File: src/rtl/serial_add_ctrl.sv
// Bit-serial adder sequencer: drives one shared full-adder cell LSB-first over
// WIDTH cycles, with a start/busy/done handshake and held result registers.
module serial_add_ctrl #(
    parameter int WIDTH = 8
) (
    input  logic             clk,
    input  logic             rst_n,
    input  logic             start,
    input  logic             clear,
    input  logic [WIDTH-1:0] a,
    input  logic [WIDTH-1:0] b,
    input  logic             cin,
    output logic             busy,
    output logic             done,
    output logic [WIDTH-1:0] sum,
    output logic             cout
);

    localparam int CNT_W = (WIDTH > 1) ? $clog2(WIDTH) : 1;
    localparam logic [CNT_W-1:0] CNT_LAST = CNT_W'(WIDTH - 1);

    typedef enum logic [1:0] {
        ST_IDLE = 2'b00,
        ST_RUN  = 2'b01,
        ST_DONE = 2'b10
    } state_t;

    function automatic logic fa_sum(input logic x, input logic y, input logic c);
        return x ^ y ^ c;
    endfunction

    function automatic logic fa_carry(input logic x, input logic y, input logic c);
        return (x & y) | (x & c) | (y & c);
    endfunction

    state_t             state_q, state_d;
    logic [WIDTH-1:0]   sha_q, sha_d;
    logic [WIDTH-1:0]   shb_q, shb_d;
    logic [WIDTH-1:0]   res_q, res_d;
    logic               carry_q, carry_d;
    logic [CNT_W-1:0]   cnt_q, cnt_d;
    logic [WIDTH-1:0]   sum_q, sum_d;
    logic               cout_q, cout_d;
    logic               busy_q, busy_d;
    logic               done_q, done_d;
    logic               cell_sum_s;
    logic               cell_carry_s;

    // Next-state, datapath shifting and result capture.
    always_comb begin
        state_d      = state_q;
        sha_d        = sha_q;
        shb_d        = shb_q;
        res_d        = res_q;
        carry_d      = carry_q;
        cnt_d        = cnt_q;
        sum_d        = sum_q;
        cout_d       = cout_q;
        cell_sum_s   = fa_sum(sha_q[0], shb_q[0], carry_q);
        cell_carry_s = fa_carry(sha_q[0], shb_q[0], carry_q);

        if (clear) begin
            // Abort discards the in-flight operation; sum/cout keep their last value.
            state_d = ST_IDLE;
        end else begin
            case (state_q)
                ST_IDLE, ST_DONE: begin
                    if (start) begin
                        state_d = ST_RUN;
                        sha_d   = a;
                        shb_d   = b;
                        carry_d = cin;
                        res_d   = {WIDTH{1'b0}};
                        cnt_d   = {CNT_W{1'b0}};
                    end else begin
                        state_d = ST_IDLE;
                    end
                end
                ST_RUN: begin
                    sha_d   = {1'b0, sha_q[WIDTH-1:1]};
                    shb_d   = {1'b0, shb_q[WIDTH-1:1]};
                    res_d   = {cell_sum_s, res_q[WIDTH-1:1]};
                    carry_d = cell_carry_s;
                    if (cnt_q == CNT_LAST) begin
                        // Last bit: publish the completed word, counter parks at zero.
                        state_d = ST_DONE;
                        sum_d   = {cell_sum_s, res_q[WIDTH-1:1]};
                        cout_d  = cell_carry_s;
                        cnt_d   = {CNT_W{1'b0}};
                    end else begin
                        state_d = ST_RUN;
                        cnt_d   = cnt_q + CNT_W'(1);
                    end
                end
                default: begin
                    state_d = ST_IDLE;
                end
            endcase
        end

        busy_d = (state_d == ST_RUN);
        done_d = (state_d == ST_DONE);
    end

    // State, datapath and registered handshake/result outputs.
    always_ff @(posedge clk or negedge rst_n) begin
        if (!rst_n) begin
            state_q <= ST_IDLE;
            sha_q   <= {WIDTH{1'b0}};
            shb_q   <= {WIDTH{1'b0}};
            res_q   <= {WIDTH{1'b0}};
            carry_q <= 1'b0;
            cnt_q   <= {CNT_W{1'b0}};
            sum_q   <= {WIDTH{1'b0}};
            cout_q  <= 1'b0;
            busy_q  <= 1'b0;
            done_q  <= 1'b0;
        end else begin
            state_q <= state_d;
            sha_q   <= sha_d;
            shb_q   <= shb_d;
            res_q   <= res_d;
            carry_q <= carry_d;
            cnt_q   <= cnt_d;
            sum_q   <= sum_d;
            cout_q  <= cout_d;
            busy_q  <= busy_d;
            done_q  <= done_d;
        end
    end

    assign busy = busy_q;
    assign done = done_q;
    assign sum  = sum_q;
    assign cout = cout_q;

endmodule

File: config.mk
export PLATFORM = sky130hd
export DESIGN_NAME = serial_add_ctrl
export DESIGN_NICKNAME = d
export VERILOG_FILES = /design/src/rtl/serial_add_ctrl.sv
export SDC_FILE = /design/constraint.sdc
export NUM_CORES = 1
export LEC_CHECK = 0
export ABC_AREA = 1
export CORE_UTILIZATION = 35
export CTS_CLUSTER_SIZE = 12
export DETAILED_ROUTE_END_ITERATION = 10
export PLACE_DENSITY = 0.68
export SLEW_MARGIN = 20
export SYNTH_ARGS = -nofsm -noshare
export SYNTH_HDL_FRONTEND = slang
export SYNTH_SLANG_ARGS = --single-unit
export TNS_END_PERCENT = 30
File: constraint.sdc
create_clock -name clk -period 1.5 [get_ports clk]
set_clock_uncertainty 0.2 [all_clocks]
set_input_delay 0.45 -clock clk [delete_from_list [all_inputs] [get_ports clk]]
set_output_delay 0.45 -clock clk [all_outputs]
set_load 0.02 [all_outputs]
# Yosys cells after proc, flatten, opt, wreduce, memory -nomap -nowiden
# Cells that the tools add are included.
# W data, S select, Z words.
# word_totals
inputBits	21
regBits	41
output_inout_bits	11
# classes
n_reduce_logical	5
n_addsub	1
eq_ne	6
mux	15
bitwise	8
# op_table
op	n
$pmux W8 S2	3
$mux W8	3
$mux W3	2
$pmux W3 S2	1
$reduce_and A3 Y1	2
$eq A2 B1 Y1 const B	2
$eq A2 B2 Y1 const B	2
$mux W2	2
$pmux W2 S2	1
$add A3 B1 Y3 const B	1
$and A1 B1 Y1	3
$eq A3 B3 Y1 const B	1
$logic_not A2 Y1	1
$mux W1	2
$ne A2 B2 Y1 const B	1
$or A1 B1 Y1	2
$pmux W1 S2	1
$reduce_bool A2 Y1	1
$reduce_or A2 Y1	1
$xor A1 B1 Y1	2
$not A1 Y1	1

# Logic depth before layout (Yosys ltp)
# logic_depth
ltp_word	5
ltp_mapped	8
ltp_nobuf	8

# Worst setup path after synthesis
# Ideal clock, no wire load.
# synth_path
kind	register -> register
startpoint	reg cnt_q[0]
endpoint	reg sum_q[0], in the netlist sum[0]
n_path_buf	0
t_arrival_ns	1.252
path_stages_with_launch	9
slack_ns	-0.069
required_ns	1.183
path_cell_list	dfrtp_1 ha_1 ha_1 inv_1 nor2_1 nand2_1 clkinv_1 nand2_1 nand2_1
# synth_via
elab_chain_len	2
# synth_rtl
item	line	text
start, declared	41	logic [CNT_W-1:0] cnt_q, cnt_d;
start signal, assigned	113	cnt_q <= {CNT_W{1'b0}};
start signal, assigned	124	cnt_q <= cnt_d;
$eq A3 B3 Y1	84	if (cnt_q == CNT_LAST) begin
$reduce_and A3 Y1 (no line)	-	
end signal, assigned	114	sum_q <= {WIDTH{1'b0}};
end signal, assigned	125	sum_q <= sum_d;
end, declared	42	logic [WIDTH-1:0] sum_q, sum_d;
# No other way between the ends.
# A chain may end at the register's enable or synchronous reset.

# Final worst setup path
# layout_path
startpoint	reg cnt_q[1]
endpoint	reg sum_q[3], in the netlist sum[3]
# Same word-level chain as after synthesis.

==> flow_metrics.env <==
export IMPL_outcome="complete, but fails checks"
export IMPL_violations="negative setup slack"
export IMPL_min_period_over_period_pct=103
export IMPL_p_per_area_nw_per_um2=980
export IMPL_vias_per_cell=4.54
export IMPL_post_place_cells=339
export IMPL_drc=0
export IMPL_reg2reg_to="sum[3]"
export IMPL_avgSynthCellArea_um2=8.22
export IMPL_power_frac_clock_pct=34.1
export IMPL_multi_input_area_um2=847
export IMPL_seq_power_share_pct=48.4
export IMPL_hold_depth=2
export IMPL_die_y_um=76.0
export IMPL_end_kind="register"
export IMPL_clkTransAtPathRegs_ps=80
export IMPL_ys_seq_area_share_pct=52.3
export IMPL_hold_violations=0
export IMPL_synth_xor_area_share_pct=0
export IMPL_syn_cell_area_um2=1920
export IMPL_cp_slowest_stage_delay_ps=400
export IMPL_final_common_cell="nand2_1"
export IMPL_htree_levels=2
export IMPL_insertion_delay_ps=290
export IMPL_reg2reg_from="cnt_q[1]"
export IMPL_drtPass1Iterations=4
export IMPL_worstMarginPinSlew_ps=226
export IMPL_mostFrequentLayoutCells="nand2_1 (129), dfrtp_1 (40), clkdlybuf4s50_1 (17)"
export IMPL_ir_drop_mv=0.360
export IMPL_place_area_um2=2360
export IMPL_power_switching_w=0.000693
export IMPL_required_ps=1490
export IMPL_stdcell_count=354
export IMPL_synth_top_area_share_pct=52.3
export IMPL_drt_wl_total_um=4390
export IMPL_grt_overflow=0
export IMPL_port_buffers=31
export IMPL_gp_congestion=0.743
export IMPL_max_cap_violations=0
export IMPL_fill_cells=495
export IMPL_cp_arrival_ps=1530
export IMPL_synthesis_nets=258
export IMPL_synth_top_family_by_area="simple AND/OR/NAND/NOR gates"
export IMPL_reg2reg_setup_slack_ps=-40
export IMPL_yosys_warnings=0
export IMPL_grt_pass1_vias=1554
export IMPL_regArea_um2=1000
export IMPL_slew_headroom_pct=84.9
export IMPL_grt_pass1_wl_um=7010
export IMPL_cts_root_buffer="clkbuf_8"
export IMPL_min_from="sum[5]"
export IMPL_wire_per_inst_um=12.4
export IMPL_worstSetupPathType="register to register"
export IMPL_hold_class="register to register"
export IMPL_crit_path_top_delay_cell="dfrtp_1"
export IMPL_synth_top_area_cell="dfrtp_1"
export IMPL_num_vias=1608
export IMPL_diodes=0
export IMPL_synth_compound_area_share_pct=0.718
export IMPL_areaGrowthSynthToFinish_pct=37.9
export IMPL_synthAdderAreaFrac_pct=3.00
export IMPL_cts_buffer_depth=2
export IMPL_final_setup_tns_ps=-233
export IMPL_rows=26
export IMPL_dp_hpwl_um=2570
export IMPL_synth_cell_type_count=22
export IMPL_path_buf_inv=2
export IMPL_pwr_share_comb_pct=17.5
export IMPL_setup_viol=10
export IMPL_numCtsBuffers=5
export IMPL_rr_worst_depth=8
export IMPL_rsz0062_at_grt="yes"
export IMPL_place_ws_ps=-482
export IMPL_setup_slack_ps=-39.8
export IMPL_ys_ff_latch=40
export IMPL_synthesis_instances=233
export IMPL_slew_viol_final=0
export IMPL_ios=32
export IMPL_internal_power_w=0.00190
export IMPL_die_w_um=76.0
export IMPL_worstPathCellList="ha_4 > ha_4 > inv_2 > nor2_4 > nand2_4 > clkbuf_16 > nand2_1 > nand2_1"
export IMPL_antenna_left=0
export IMPL_switching_share_pct=26.7
export IMPL_core_area_um2=5200
export IMPL_grt_usage_pct=15.6
export IMPL_antenna_found_initial=0
export IMPL_nets=308
export IMPL_path_max_fanout=5
export IMPL_leakage_nw=1.45
export IMPL_grt_max_degree=41
export IMPL_synth_area_top_cells="dfrtp_1 (52%), nand2_1 (27%), nand3_1 (3.9%)"
export IMPL_start_kind="register"
export IMPL_start_util_pct=36.8
export IMPL_synthMuxAreaShare_pct=0
export IMPL_cts_tree="yes"
export IMPL_min_to="sum[5]"
export IMPL_die_area_um2=5770
export IMPL_period_minus_slack_ps=1540
export IMPL_synth_simple_area_share_pct=36.8
export IMPL_stdcell_area_um2=2640
export IMPL_crit_family="flip-flops"
export IMPL_clock_sinks=40
export IMPL_max_clock_freq_ghz=0.649
export IMPL_first_iter_violations=165
export IMPL_drive_gt1_share_pct=22.2
==> worst max path at each step <==
stage / start / to / slack, ps / cells past startpoint
after floorplan: cnt_q[0] / sum[0] / 2 / 8
after global placement: clear / res_q[6] / -430 / 6
after detailed placement: clear / res_q[5] / -480 / 6
after CTS: cnt_q[0] / cout / -60 / 8
after global routing: cnt_q[1] / sum[4] / -110 / 8
final: cnt_q[1] / sum[3] / -40 / 8
==> final cells by class <==
type | count | area share, %
well taps | 70 | 3.32
repair buffers | 49 | 19.7
flip-flops and latches | 40 | 37.9
repair inverters | 1 | 0.237
clock buffers | 5 | 2.61
multi-input cells | 174 | 32.1
clock inverters | 3 | 1.61
inverters | 12 | 2.61
==> power groups by stage <==
| stage | clock (W) | combinational, W | sequential, W |
|---|---|---|---|
| after CTS | 0.000904 | 0.000410 | 0.00125 |
| after global routing | 0.000953 | 0.000520 | 0.00127 |
| after floorplan | 0 | 0.000249 | 0.00125 |
| after global placement | 0 | 0.000397 | 0.00126 |
| after detailed placement | 0 | 0.000405 | 0.00126 |
| final | 0.000884 | 0.000452 | 0.00125 |
==> per-layer routing <==
metal / track usage (%) / share of wire, % / vias up
met5: 0 / 0 / -
met4: 8.65 / 1.6 / 0
met3: 4.19 / 4.4 / 5
met2: 22.7 / 47 / 40
met1: 21.0 / 47 / 745
li1: - / - / 818
==> worst register-to-register path, cell delays in order, from the launching register on <==
cell and delay (ps):
dfrtp_1 400, ha_4 170, ha_4 120, inv_2 40, nor2_4 120, nand2_4 110
clkbuf_16 180, nand2_1 50, nand2_1 50
==> logic make-up (layout without fill, tap and decap cells) <==
logic type	Yosys count	after routing
AND/OR/NAND/NOR	167	168
AO/OA/AOI/OAI	2	2
buffers and inverters	20	70
flip-flops	40	40
adder cells (fa/ha/maj)	4	4
==> synth_stat cells <==
master / count
nand2_1: 136
dfrtp_1: 40
nand3_1: 15
inv_1: 8
buf_6: 6
nor2_1: 6
ha_1: 3
nand4_1: 3
clkinv_1: 2
nand2_2: 2
buf_2: 1
buf_4: 1
bufinv_8: 1
fa_1: 1
inv_2: 1
nand2_4: 1
nand3_4: 1
nor2_4: 1
nor2_8: 1
nor3_1: 1
o21ai_1: 1
o21ai_2: 1
==> stage by stage <==
stage / hold WS, ps / utilization (%) / power, W
detailed placement: 237 / 45.4 / 0.00167
floorplan: -45.6 / - / 0.00150
global placement: 237 / 45.4 / 0.00166
global route: 295 / 50.7 / 0.00274
CTS: 284 / 47.6 / 0.00256
finish: 276 / 50.7 / 0.00259
==> sequential cells by signal, indices dropped and copies added, names as in the netlist <==
| name | cells |
|---|---|
| state_q | 2 |
| busy | 1 |
| carry_q | 1 |
| done | 1 |
| cnt_q | 3 |
| res_q | 7 |
| cout | 1 |
| sha_q | 8 |
| shb_q | 8 |
| sum | 8 |
==> timing repair <==
item / 4_1_cts / 5_1_grt
setup endpoints to repair: 32 / 49
resized for setup: 56 / 22
hold endpoints to repair: 40 / 0
pin swaps: 0 / 8
buffers inserted: 0 / 1
hold buffers: 1 / 0
cloned: 0 / 5
Power figures use the tool's default switching activity.
